$ cat src/rtl/dca_matrix_step_issuer.sv
// dca_matrix_step_issuer
// Walks the (y, x, k) tile loop of one matrix instruction and issues one
// step per handshake to the MAC datapath. Each step is issued atomically:
// step_valid and every LSU channel request assert together, and only in the
// cycle where the datapath, all requested channels and the outstanding-step
// credit are ready. The instruction completes (inst_ready) once every issued
// step has reported step_done.
module dca_matrix_step_issuer #(
  parameter int NUM_SRC         = 2,
  parameter int BW_TILE_IDX     = 8,
  parameter int MAX_OUTSTANDING = 4
) (
  input  logic                   clk,
  input  logic                   rstnn,
  input  logic                   clear,
  input  logic                   enable,
  output logic                   busy,

  input  logic                   inst_valid,
  output logic                   inst_ready,
  input  logic [BW_TILE_IDX-1:0] inst_num_y,
  input  logic [BW_TILE_IDX-1:0] inst_num_x,
  input  logic [BW_TILE_IDX-1:0] inst_num_k,
  input  logic [2:0]             inst_opcode,

  output logic                   step_valid,
  input  logic                   step_ready,
  output logic                   step_first_k,
  output logic                   step_last_k,
  output logic                   step_init_acc,
  output logic                   step_load_acc,
  output logic                   step_compute,
  input  logic                   step_done,

  output logic [NUM_SRC-1:0]     src_req,
  input  logic [NUM_SRC-1:0]     src_ready,
  output logic                   dst_req,
  output logic                   dst_write,
  input  logic                   dst_ready,

  output logic [BW_TILE_IDX-1:0] cur_y,
  output logic [BW_TILE_IDX-1:0] cur_x,
  output logic [BW_TILE_IDX-1:0] cur_k
);

  localparam int                   OUT_W   = $clog2(MAX_OUTSTANDING + 1);
  localparam logic [OUT_W-1:0]     MAX_CNT = OUT_W'(MAX_OUTSTANDING);
  localparam logic [BW_TILE_IDX-1:0] ONE   = BW_TILE_IDX'(1);

  // Opcode bit positions.
  localparam int OP_INIT  = 0;
  localparam int OP_LOAD  = 1;
  localparam int OP_STORE = 2;

  typedef enum logic [1:0] {
    ST_IDLE,
    ST_LOAD,
    ST_RUN,
    ST_DRAIN
  } state_t;

  state_t                  r_state;
  logic [BW_TILE_IDX-1:0]  r_num_y, r_num_x, r_num_k;
  logic [2:0]              r_opcode;
  logic [BW_TILE_IDX-1:0]  r_y, r_x, r_k;
  logic [OUT_W-1:0]        r_outstanding;

  logic w_first_k, w_last_k, w_last_x, w_last_y;
  logic w_credits_ok, w_run_dst, w_can_issue;
  logic w_fire_load, w_fire_run, w_fire, w_done_ok;

  // Loop-position flags and the fire decision for the pending step.
  always_comb begin
    // NOTE: every signal gets a default at the top of always_comb, so no path
    // can leave one unassigned and infer a latch.
    w_first_k    = 1'b0;
    w_last_k     = 1'b0;
    w_last_x     = 1'b0;
    w_last_y     = 1'b0;
    w_credits_ok = 1'b0;
    w_run_dst    = 1'b0;
    w_can_issue  = 1'b0;
    w_fire_load  = 1'b0;
    w_fire_run   = 1'b0;
    w_fire       = 1'b0;
    w_done_ok    = 1'b0;

    w_first_k    = (r_k == '0);
    w_last_k     = (r_k == r_num_k - ONE);
    w_last_x     = (r_x == r_num_x - ONE);
    w_last_y     = (r_y == r_num_y - ONE);
    // A done pulse in this cycle does not free a credit until the next edge.
    w_credits_ok = (r_outstanding < MAX_CNT);
    w_run_dst    = w_last_k & r_opcode[OP_STORE];
    w_can_issue  = enable & ~clear & step_ready & w_credits_ok;
    w_fire_load  = (r_state == ST_LOAD) & w_can_issue & dst_ready;
    w_fire_run   = (r_state == ST_RUN) & w_can_issue & (&src_ready)
                   & (~w_run_dst | dst_ready);
    w_fire       = w_fire_load | w_fire_run;
    // A stray done with nothing outstanding is dropped rather than wrapping.
    w_done_ok    = step_done & (r_outstanding != '0);
  end

  // Step and channel outputs exist only in the firing cycle.
  always_comb begin
    step_valid    = w_fire;
    src_req       = {NUM_SRC{w_fire_run}};
    dst_req       = w_fire_load | (w_fire_run & w_run_dst);
    dst_write     = w_fire_run & w_run_dst;
    step_load_acc = w_fire_load;
    step_compute  = w_fire_run;
    step_first_k  = w_fire_run & w_first_k;
    step_last_k   = w_fire_run & w_last_k;
    step_init_acc = w_fire_run & w_first_k & r_opcode[OP_INIT] & ~r_opcode[OP_LOAD];
    inst_ready    = (r_state == ST_DRAIN) & (r_outstanding == '0) & enable & ~clear;
    busy          = (r_state != ST_IDLE);
    cur_y         = r_y;
    cur_x         = r_x;
    cur_k         = r_k;
  end

  // Instruction FSM: accept, walk k inside x inside y, then drain.
  always_ff @(posedge clk or negedge rstnn) begin
    // NOTE: sequential state uses non-blocking assignments only, so every
    // register samples the pre-edge values regardless of statement order.
    if (!rstnn) begin
      r_state  <= ST_IDLE;
      r_num_y  <= '0;
      r_num_x  <= '0;
      r_num_k  <= '0;
      r_opcode <= '0;
      r_y      <= '0;
      r_x      <= '0;
      r_k      <= '0;
    end else if (clear) begin
      r_state  <= ST_IDLE;
      r_num_y  <= '0;
      r_num_x  <= '0;
      r_num_k  <= '0;
      r_opcode <= '0;
      r_y      <= '0;
      r_x      <= '0;
      r_k      <= '0;
    end else if (enable) begin
      case (r_state)
        ST_IDLE: begin
          if (inst_valid) begin
            r_num_y  <= inst_num_y;
            r_num_x  <= inst_num_x;
            r_num_k  <= inst_num_k;
            r_opcode <= inst_opcode;
            r_y      <= '0;
            r_x      <= '0;
            r_k      <= '0;
            if ((inst_num_y == '0) || (inst_num_x == '0) || (inst_num_k == '0))
              r_state <= ST_DRAIN;
            else if (inst_opcode[OP_LOAD])
              r_state <= ST_LOAD;
            else
              r_state <= ST_RUN;
          end
        end
        ST_LOAD: begin
          if (w_fire) begin
            r_state <= ST_RUN;
            r_k     <= '0;
          end
        end
        ST_RUN: begin
          if (w_fire) begin
            if (w_last_k) begin
              r_k <= '0;
              if (w_last_x) begin
                r_x <= '0;
                if (w_last_y) begin
                  r_y     <= '0;
                  r_state <= ST_DRAIN;
                end else begin
                  r_y     <= r_y + ONE;
                  r_state <= r_opcode[OP_LOAD] ? ST_LOAD : ST_RUN;
                end
              end else begin
                r_x     <= r_x + ONE;
                r_state <= r_opcode[OP_LOAD] ? ST_LOAD : ST_RUN;
              end
            end else begin
              r_k <= r_k + ONE;
            end
          end
        end
        ST_DRAIN: begin
          if (r_outstanding == '0) r_state <= ST_IDLE;
        end
        default: r_state <= ST_IDLE;
      endcase
    end
  end

  // Outstanding-step counter: +1 per fire, -1 per accepted done.
  always_ff @(posedge clk or negedge rstnn) begin
    if (!rstnn) begin
      r_outstanding <= '0;
    end else if (clear) begin
      r_outstanding <= '0;
    end else if (enable) begin
      case ({w_fire, w_done_ok})
        2'b10:   r_outstanding <= r_outstanding + OUT_W'(1);
        2'b01:   r_outstanding <= r_outstanding - OUT_W'(1);
        default: r_outstanding <= r_outstanding;
      endcase
    end
  end

endmodule
$ cat config.mk
export PLATFORM = sky130hd
export DESIGN_NAME = dca_matrix_step_issuer
export DESIGN_NICKNAME = d
export VERILOG_FILES = /design/src/rtl/dca_matrix_step_issuer.sv
export SDC_FILE = /design/constraint.sdc
export NUM_CORES = 1
export LEC_CHECK = 0
export BUFFER_PORTS_ARGS = -buffer_cell sky130_fd_sc_hd__buf_2
export CAP_MARGIN = 20
export CORE_MARGIN = 2
export CORE_UTILIZATION = 35
export DETAILED_ROUTE_END_ITERATION = 8
export GPL_TIMING_DRIVEN = 0
export PLACE_DENSITY = 0.59
export SYNTH_ARGS = -nofsm -noshare
export SYNTH_HDL_FRONTEND = slang
export SYNTH_SLANG_ARGS = --single-unit
$ cat constraint.sdc
create_clock -name clk -period 3.2 [get_ports clk]
set_input_delay 0.48 -clock clk [delete_from_list [all_inputs] [get_ports clk]]
set_output_delay 0.48 -clock clk [all_outputs]
set_load 0.005 [all_outputs]
Yosys cells after proc, flatten, opt, wreduce, memory -nomap -nowiden. Cells that the tools add are included.

Logic and storage cells: 131. Bits in registers: 56. Bits of input ports: 37. Output and inout port bits: 36.

Mux-type cells: 52. Magnitude comparators: 1. Bitwise logic cells: 24. Equal/unequal tests: 14. $add $sub $neg: 8. Reductions and logical operators: 23.

Operator list (count): $mux W8 (29); $logic_not A8 Y1 (4); $pmux W8 S2 (2); $add A8 B1 Y8 const B (3); $eq A8 B8 Y1 (3); $mux W2 (12); $pmux W8 S3 (1); $sub A8 B1 Y8 const B (3); $and A1 B1 Y1 (18); $mux W3 (6); $ne A3 B3 Y1 const B (5); $reduce_and A6 Y1 (2); $reduce_and A5 Y1 (2); $reduce_bool A3 Y1 (3); $pmux W2 S4 (1); $reduce_bool A2 Y1 (4); $eq A2 B2 Y1 const B (3); $pmux W3 S2 (1); $eq A2 B1 Y1 const B (2); $reduce_and A2 Y1 (2); $reduce_bool A4 Y1 (1); $add A3 B1 Y3 const B (1); $logic_not A3 Y1 (1); $lt A3 B3 Y1 const B (1); other kinds (7) (12).

Logic depth before layout (Yosys ltp). Gate-level depths: netlist of run 1.

Depth in word-level cells: 12. Depth in mapped cells: 15. Gate-level depth less buffers: 13.

Worst setup path before layout of run 1. No wires, ideal clock.

Kind: reg2reg. Start: register r_num_k[0]. End: register r_outstanding[2]. Buffers on the path: 2. Data required time: 3.075 ns. Data arrival time: 3.219 ns. Setup time: 0.125 ns. Clock period less this slack: 3.344 ns. Cell stages (with the launch flop): 15. Slack: -0.144 ns. Cell sequence: dfrtp_1 -> clkbuf_1 -> inv_1 -> ha_1 -> and2_1 -> a311oi_1 -> a211oi_2 -> a221o_1 -> inv_2 -> buf_2 -> nor2_1 -> fa_1 -> nand3b_1 -> mux2i_1 -> mux2_2.

Cells in the longest elaborated chain, start to end: 11. Elaborated cells between the ends (all ways): 14. Those cells by class: add/sub: 1; eq/ne: 3; mux: 3; bitwise: 5; reduce/logical: 2.

RTL lines: start: declaration (line 63) `logic [BW_TILE_IDX-1:0] r_num_y, r_num_x, r_num_k;`; start signal: assignment (line 150) `r_num_k <= inst_num_k;`; $sub A8 B1 Y8 * (line 89) `w_last_k = (r_k == r_num_k - ONE);`; $eq A8 B8 Y1 * (line 89); $and A1 B1 Y1 * (line 94) `w_run_dst = w_last_k & r_opcode[OP_STORE];`; $not A1 Y1 * (line 98) `& (~w_run_dst | dst_ready);`; $or A1 B1 Y1 * (line 98); $and A1 B1 Y1 * (line 98); $or A1 B1 Y1 * (line 99) `w_fire = w_fire_load | w_fire_run;`; net step_valid (line 26) `output logic step_valid,`; $eq A2 B1 Y1 / $eq A2 B2 Y1 (equally long branches) (line 206) `case ({w_fire, w_done_ok})`; $pmux W3 S2 (line 206); $mux W3 (line 205) `end else if (enable) begin`; $mux W3 (line 203) `end else if (clear) begin`; end signal: assignment (line 207) `2'b10: r_outstanding <= r_outstanding + OUT_W'(1);`; end signal: assignment (line 208) `2'b01: r_outstanding <= r_outstanding - OUT_W'(1);`; end signal: assignment (line 209) `default: r_outstanding <= r_outstanding;`; end: declaration (line 66) `logic [OUT_W-1:0] r_outstanding;`.

Mark *: on every way through the listed nets, which the timed path passes. The rest lies on a longest branch. The select of a mux whose other input is x is not followed. A chain may end at the register's enable or synchronous reset.

Worst setup path after layout of run 1.
Start: register r_num_k[3]. End: register r_outstanding[2].

Cells in the longest elaborated chain, start to end: 11. Elaborated cells between the ends (all ways): 14. Those cells by class: add/sub: 1; eq/ne: 3; mux: 3; bitwise: 5; reduce/logical: 2.

RTL lines (line): $sub A8 B1 Y8 * (89); $eq A8 B8 Y1 * (89); $and A1 B1 Y1 * (94); $not A1 Y1 * (98); $or A1 B1 Y1 * (98); $and A1 B1 Y1 * (98); $or A1 B1 Y1 * (99); $eq A2 B1 Y1 / $eq A2 B2 Y1 (equally long branches) (206); $pmux W3 S2 (206); $mux W3 (205); $mux W3 (203).

Mark *: on every way between the ends. The rest lies on a longest branch, timed or not. The select of a mux whose other input is x is not followed.

==> out/metrics.yaml, run 1 <==
timing:
  tightest_slew_ns: 0.696
  fin_skew_ns: 0.0176
  max_freq_ghz: 0.319
  hold_viol: 0
  min_period_ns: 3.14
  final-setup-viol-count: 0
  period_share_pct: 98.0
  relSlewSlack_pct: 53.6
  drv_slew: 0
  rsz0062_at_grt: "yes"
yosys:
  ys_seq_area_share_pct: 37.2
  syn_area_mm2: 0.00376
  synth_cells: 439
  synth_top_family_by_area: "simple AND/OR/NAND/NOR gates"
  synth-simple-area-share_pct: 25.4
  synth_seq_cells: 56
  synth_ff_type: "dfrtp_1"
  synth_top_area_share_pct: 37.2
  syn_nets: 484
  synth_xor_area_share_pct: 6.88
  ys_async_sr_fraction_pct: 100
  synthTopCellsByArea: "dfrtp_1, nand2_1, xnor2_1"
  yosysWarnings: 0
  synth_compound_area_share_pct: 20.9
  syn_avg_cell_area_um2: 8.57
  ys_types: 64
  yosysTopAreaCell: "dfrtp_1"
  synth_adder_area_share_pct: 2.86
  synth_mux_area_share_pct: 2.59
  synth_edf_count: 0
job:
  max_cap_violations: 0
final_layout:
  final_nets: 573
  fin_util_pct: 44.3
  drive_gt1_share_pct: 25.3
  area_growth_pct: 22.1
  insertedDiodeCount: 0
  fin_cells: 665
  multiInputGateArea_mm2: 0.00230
  fillerInstances: 1094
  seq_area_mm2: 0.00141
clock_tree:
  cts-hold-fix-buffers: 0
  root_buffer: "clkbuf_8"
  clk_latency_ns: 0.33
  clkSinkCount: 56
  clockBufferDepth: 2
  cts_tree: "yes"
  clk_pin_slew_ns: 0.12
  htree_levels: 2
  cts_made_buffers: 5
grt:
  grt_pass1_vias: 3544
  grt_pass1_wl_um: 17200
  grtUsageTotal_pct: 18.5
  grt_overflow: 0
  antenna_found_initial: 0
  grt_max_degree: 30
critical_path:
  crit_chain: "nor4_4 -> a2111oi_4 -> a311oi_2 -> a211oi_4 -> a221o_1 -> inv_4 -> nor2_2 -> fa_2 -> nand3b_1 -> mux2i_1 -> mux2_2"
  cp.arrival_ns: 3.34
  path_max_fanout: 4
  critPathLaunchType: "flip-flop"
  cp_slowest_cell: "dfrtp_2"
  cp_top_family: "compound AO/OA/AOI/OAI gates"
  cpPeakStageDelay_ns: 0.44
  required_ns: 3.41
  cp_num_buf_inv: 1
  end_kind: "flip-flop"
  worst-setup-path-type: "reg -> reg"
floorplan:
  die_area_mm2: 0.0116
  die_h_um: 108
  core-area_mm2: 0.0104
  fp-row-count: 37
  ios: 73
  initial_utilization_pct: 36.3
  die_x_um: 108
drt:
  routedWlPerCell_um: 15.6
  first_iter_violations: 115
  via_per_inst: 5.51
  vias: 3662
  drtPass1Iterations: 4
  ant_nets: 0
  drc: 0
  wl_um: 10400
power:
  p_total_uw: 2110
  ir_drop_mv: 0.208
  p_leak_uw: 0.00207
  p_per_area_mw_per_mm2: 458
placement:
  dp.cells: 648
  place.detailed.hpwl_um: 7790
  gp_congestion: 0.854
  io_buffers: 72
outcome:
  status: "complete, no violations"
worst_hold_path:
  hold_path_class: "in -> async"
## area by class of cell
class                      instances  area share, %
buffer                            19           1.91
clock buffer                       6           1.80
clock inverter                     2          0.300
inverter                          15           1.28
multi-input combinational        346           50.1
sequential                        56           30.6
tap                              136           3.70
timing repair buffer              85           10.2
## synth_stat cells, drive strengths merged (10+ instances only)
library cell	count
a21oi	34
and3	11
clkbuf	15
dfrtp	56
inv	15
nand2	68
nand2b	11
nand3	14
nor2	27
nor4	10
o21ai	18
xnor2	20
## cells by family (layout without fill, tap and decap cells)
logic type	after synthesis	count (layout)
DFF	56	56
and+or+nand+nor	187	187
AOI/OAI and AO/OA	114	114
buffers and inverters	37	127
adders and majority gates	8	8
muxes	9	9
xor gates and xnor gates	28	28
## flip-flops by register name, summed over array words and instances (netlist names), 3 cells and up
name / cells
r_opcode: 3
r_num_y: 8
r_num_x: 8
cur_y: 8
cur_x: 8
r_outstanding: 3
cur_k: 8
r_num_k: 8
## cells in the final DEF, fill, tap and decap left out, drive strengths merged, types with 9 or more instances in the layout
| cell | Yosys | final |
|---|---|---|
| inv | 15 | 16 |
| dfrtp | 56 | 56 |
| nand2b | 11 | 11 |
| a21oi | 34 | 34 |
| clkbuf | 15 | 19 |
| nor4 | 10 | 10 |
| xnor2 | 20 | 20 |
| nor2 | 27 | 27 |
| and3 | 11 | 11 |
| buf | 7 | 91 |
| nand3 | 14 | 14 |
| a22o | 9 | 9 |
| nand2 | 68 | 68 |
| o21ai | 18 | 18 |
## report_power, final
group	switching [uW]	internal [uW]
combinational	455	353
clock	258	178
sequential	90.6	772
total	803	1300
## stage by stage
| step | instance area (um2) | setup WS (ns) | TNS, ns | hold slack, ns |
|---|---|---|---|---|
| after global placement | 4320 | -0.311 | -0.421 | 0.529 |
| after detailed placement | 4340 | -0.373 | -0.506 | 0.532 |
| after CTS | 4520 | 0.0394 | 0 | 0.210 |
| after global routing | 4590 | -0.0705 | -0.185 | 0.237 |
| after floorplan | 3790 | 0.0149 | 0 | 0.184 |
| final | 4590 | 0.0642 | 0 | 0.182 |
## path summary, 6_finish.rpt
check	from	endpoint	slack, ns	depth (start not counted)
worst max-delay path	r_num_k[3]	r_outstanding[2]	0.06	11
worst min-delay path	rstnn	cur_y[2]	0.18	1
worst max register to register	r_num_k[3]	r_outstanding[2]	0.06	11
worst min register to register	r_num_x[7]	r_num_x[7]	0.55	2
max in group asynchronous	rstnn	r_num_k[3]	2.39	2
min in group clk	inst_num_x[3]	r_num_x[3]	0.38	3
## worst reg2reg max path: stages, from the launching register on
cell and delay, ns:
dfrtp_2 0.44, nor4_4 0.43, a2111oi_4 0.13, a311oi_2 0.40, a211oi_4 0.15, a221o_1 0.36, inv_4 0.07, nor2_2 0.04
fa_2 0.34, nand3b_1 0.16, mux2i_1 0.16, mux2_2 0.35
## layer usage
layer	part of all wire [%]	vias up	global-route usage, %
met1	45	1795	24.7
li1	-	1761	-
met2	48	95	31.3
met3	5.5	11	2.97
met4	1.1	0	4.12
met5	0	-	0
## what timing repair did
item	4_1_cts	5_1_grt
gates resized for setup	12	9
setup endpoints to repair	10	7
buffers inserted	9	3
pin swaps	4	7
No activity file was read; power rests on OpenSTA's default activity.
==> inputs of run 2 (changes only) <==
- CORE_UTILIZATION: 35 -> 51
- GPL_TIMING_DRIVEN: 0 -> default
- PLACE_DENSITY: 0.59 -> 0.79
- TNS_END_PERCENT: default -> 50
==> run 2 against run 1 <==
Net effect: hold slack improved by 0.12 ns; sequential share of layout area is 1.2 points higher; maximum frequency grew 2.0%; global-route usage increased by 5.0 points; via count shrank 1.8%; sequential cell count unchanged; sequential power increased by 0.5%; highest routed layer unchanged.
==> out/metrics.yaml, run 2 (synthesized netlist as in run 1, its figures left out) <==
floorplan:
  die_area_mm2: 0.00808  # -30%
  initial_utilization_pct: 52.2  # +16 points
  die_x_um: 89.9  # -17%
  ios: 73  # unchanged
  fp-row-count: 31  # -16%
  die_h_um: 89.9  # -17%
  core-area_mm2: 0.00721  # -30%
placement:
  gp_congestion: 0.906  # +6.1%
  place.detailed.hpwl_um: 6930  # -11%
  pre_cts_ws_ns: 0.159  # +0.532 ns
  io_buffers: 72  # unchanged
  placed_cell_area_mm2: 0.00430  # -0.98%
  dp.cells: 605  # -6.6%
power:
  p_per_area_mw_per_mm2: 461  # +0.62%
  ir_drop_mv: 0.329  # +58%
  p_total_uw: 2030  # -3.5%
  p_leak_uw: 0.00206  # -0.81%
clock_tree:
  htree_levels: 2  # unchanged
  clockBufferDepth: 2  # unchanged
  clk_latency_ns: 0.30  # -0.03 ns
  root_buffer: "clkbuf_8"
  cts_tree: "yes"
  cts-hold-fix-buffers: 0  # unchanged
  clkSinkCount: 56  # unchanged
  cts_made_buffers: 5  # unchanged
  clk_pin_slew_ns: 0.10  # -0.02 ns
critical_path:
  worst-setup-path-type: "reg -> out"
  end_kind: "output pin"
  critPathLaunchType: "flip-flop"
  path_max_fanout: 8  # +4
  required_ns: 2.72  # -0.69 ns
  cp.arrival_ns: 2.59  # -0.75 ns
final_layout:
  layout_common_cells: "buf_2, nand2_1, dfrtp_1"
  insertedDiodeCount: 0  # unchanged
  drive_gt1_share_pct: 23.5  # -1.8 points
  final_nets: 559  # -2.4%
  final_common_cell: "buf_2"
  finalInstanceArea_mm2: 0.00441  # -4.1%
  area_growth_pct: 17.1
  fin_cells: 614  # -7.7%
drt:
  drtPass1Iterations: 5  # +1
  vias: 3597  # -1.8%
  ant_nets: 0  # unchanged
  via_per_inst: 5.86  # +6.4%
  routedWlPerCell_um: 15.2  # -2.6%
  first_iter_violations: 192  # +67%
  drc: 0  # unchanged
  wl_um: 9310  # -10%
timing:
  fin_skew_ns: 0.00422  # -0.0134 ns
  min_period_ns: 3.07  # -0.0629 ns
  hold_viol: 0  # unchanged
  drv_slew: 0  # unchanged
  max_freq_ghz: 0.325  # +2.0%
  relSlewSlack_pct: 52.5  # -1.0 points
  period_share_pct: 96.0  # -2.0 points
  final-setup-viol-count: 0  # unchanged
  tightest_slew_ns: 0.712  # +0.0156 ns
  holdWs_ns: 0.305  # +0.123 ns
  setup_ws_ns: 0.127  # +0.0629 ns
grt:
  grt_overflow: 0  # unchanged
  grt_max_degree: 57  # +90%
  antenna_found_initial: 0  # unchanged
  grt_pass1_vias: 3431  # -3.2%
  grtUsageTotal_pct: 23.4  # +5.0 points
  grt_pass1_wl_um: 15800  # -8.1%
job:
  max_cap_violations: 0  # unchanged
worst_hold_path:
  hold_path_class: "in -> async"
outcome:
  status: "complete, no violations"
## run 2: layer usage
| metal | track usage, % | routed length [um] | up-vias |
|---|---|---|---|
| li1 | - | - | 1739 |
| met1 | 30.5 | 4030 | 1710 |
| met2 | 39.8 | 4520 | 132 |
| met3 | 3.35 | 549 | 16 |
| met4 | 8.97 | 219 | 0 |
| met5 | 0 | 0 | - |
## run 2: timing repair
action                     CTS  global route
setup endpoints to repair    0             7
setup buffers                0             1
gates resized for setup      0             4
## run 2: through the flow
step	utilization (%)	setup TNS (ns)
floorplan	-	0
global placement	59.5	0
detailed placement	59.5	0
CTS	60.8	0
global route	61.1	-0.00720
finish	61.1	0
## run 2: worst max-delay path, cell delays in order, from the launching register on
cell	delay, ns
dfrtp_1	0.42
inv_1	0.09
ha_4	0.19
nor2b_1	0.12
or3_1	0.33
a31o_2	0.25
a211oi_2	0.27
a21boi_1	0.16
and3_1	0.18
and3_1	0.17
buf_2	0.12
## run 2: path summary, 6_finish.rpt
| check | startpoint | to | slack, ns | cells after the start |
|---|---|---|---|---|
| setup / recovery | r_num_k[1] | step_init_acc | 0.13 | 10 |
| hold / removal | rstnn | cur_y[1] | 0.30 | 2 |
| setup reg to reg | r_num_k[1] | r_outstanding[2] | 0.19 | 12 |
| hold reg to reg | r_opcode[0] | r_opcode[0] | 0.56 | 2 |
| max in group asynchronous | rstnn | r_num_k[0] | 2.43 | 2 |
| min in group clk | inst_opcode[0] | r_opcode[0] | 0.41 | 3 |
## run 2: power breakdown
group	leakage (uW)	total (uW)	internal [uW]	switching (uW)
registers	0.000772	867	771	95.5
logic	0.00124	761	342	419
clock network	0.0000455	405	178	227
total	0.00206	2030	1290	742
## run 2: layout make-up
cell class | count | area, um2
clock buffer | 8 | 90.1
fill | 629 | 2810
inverter | 15 | 56.3
multi-input combinational | 346 | 2240
sequential | 56 | 1400
tap | 99 | 124
timing repair buffer | 90 | 495
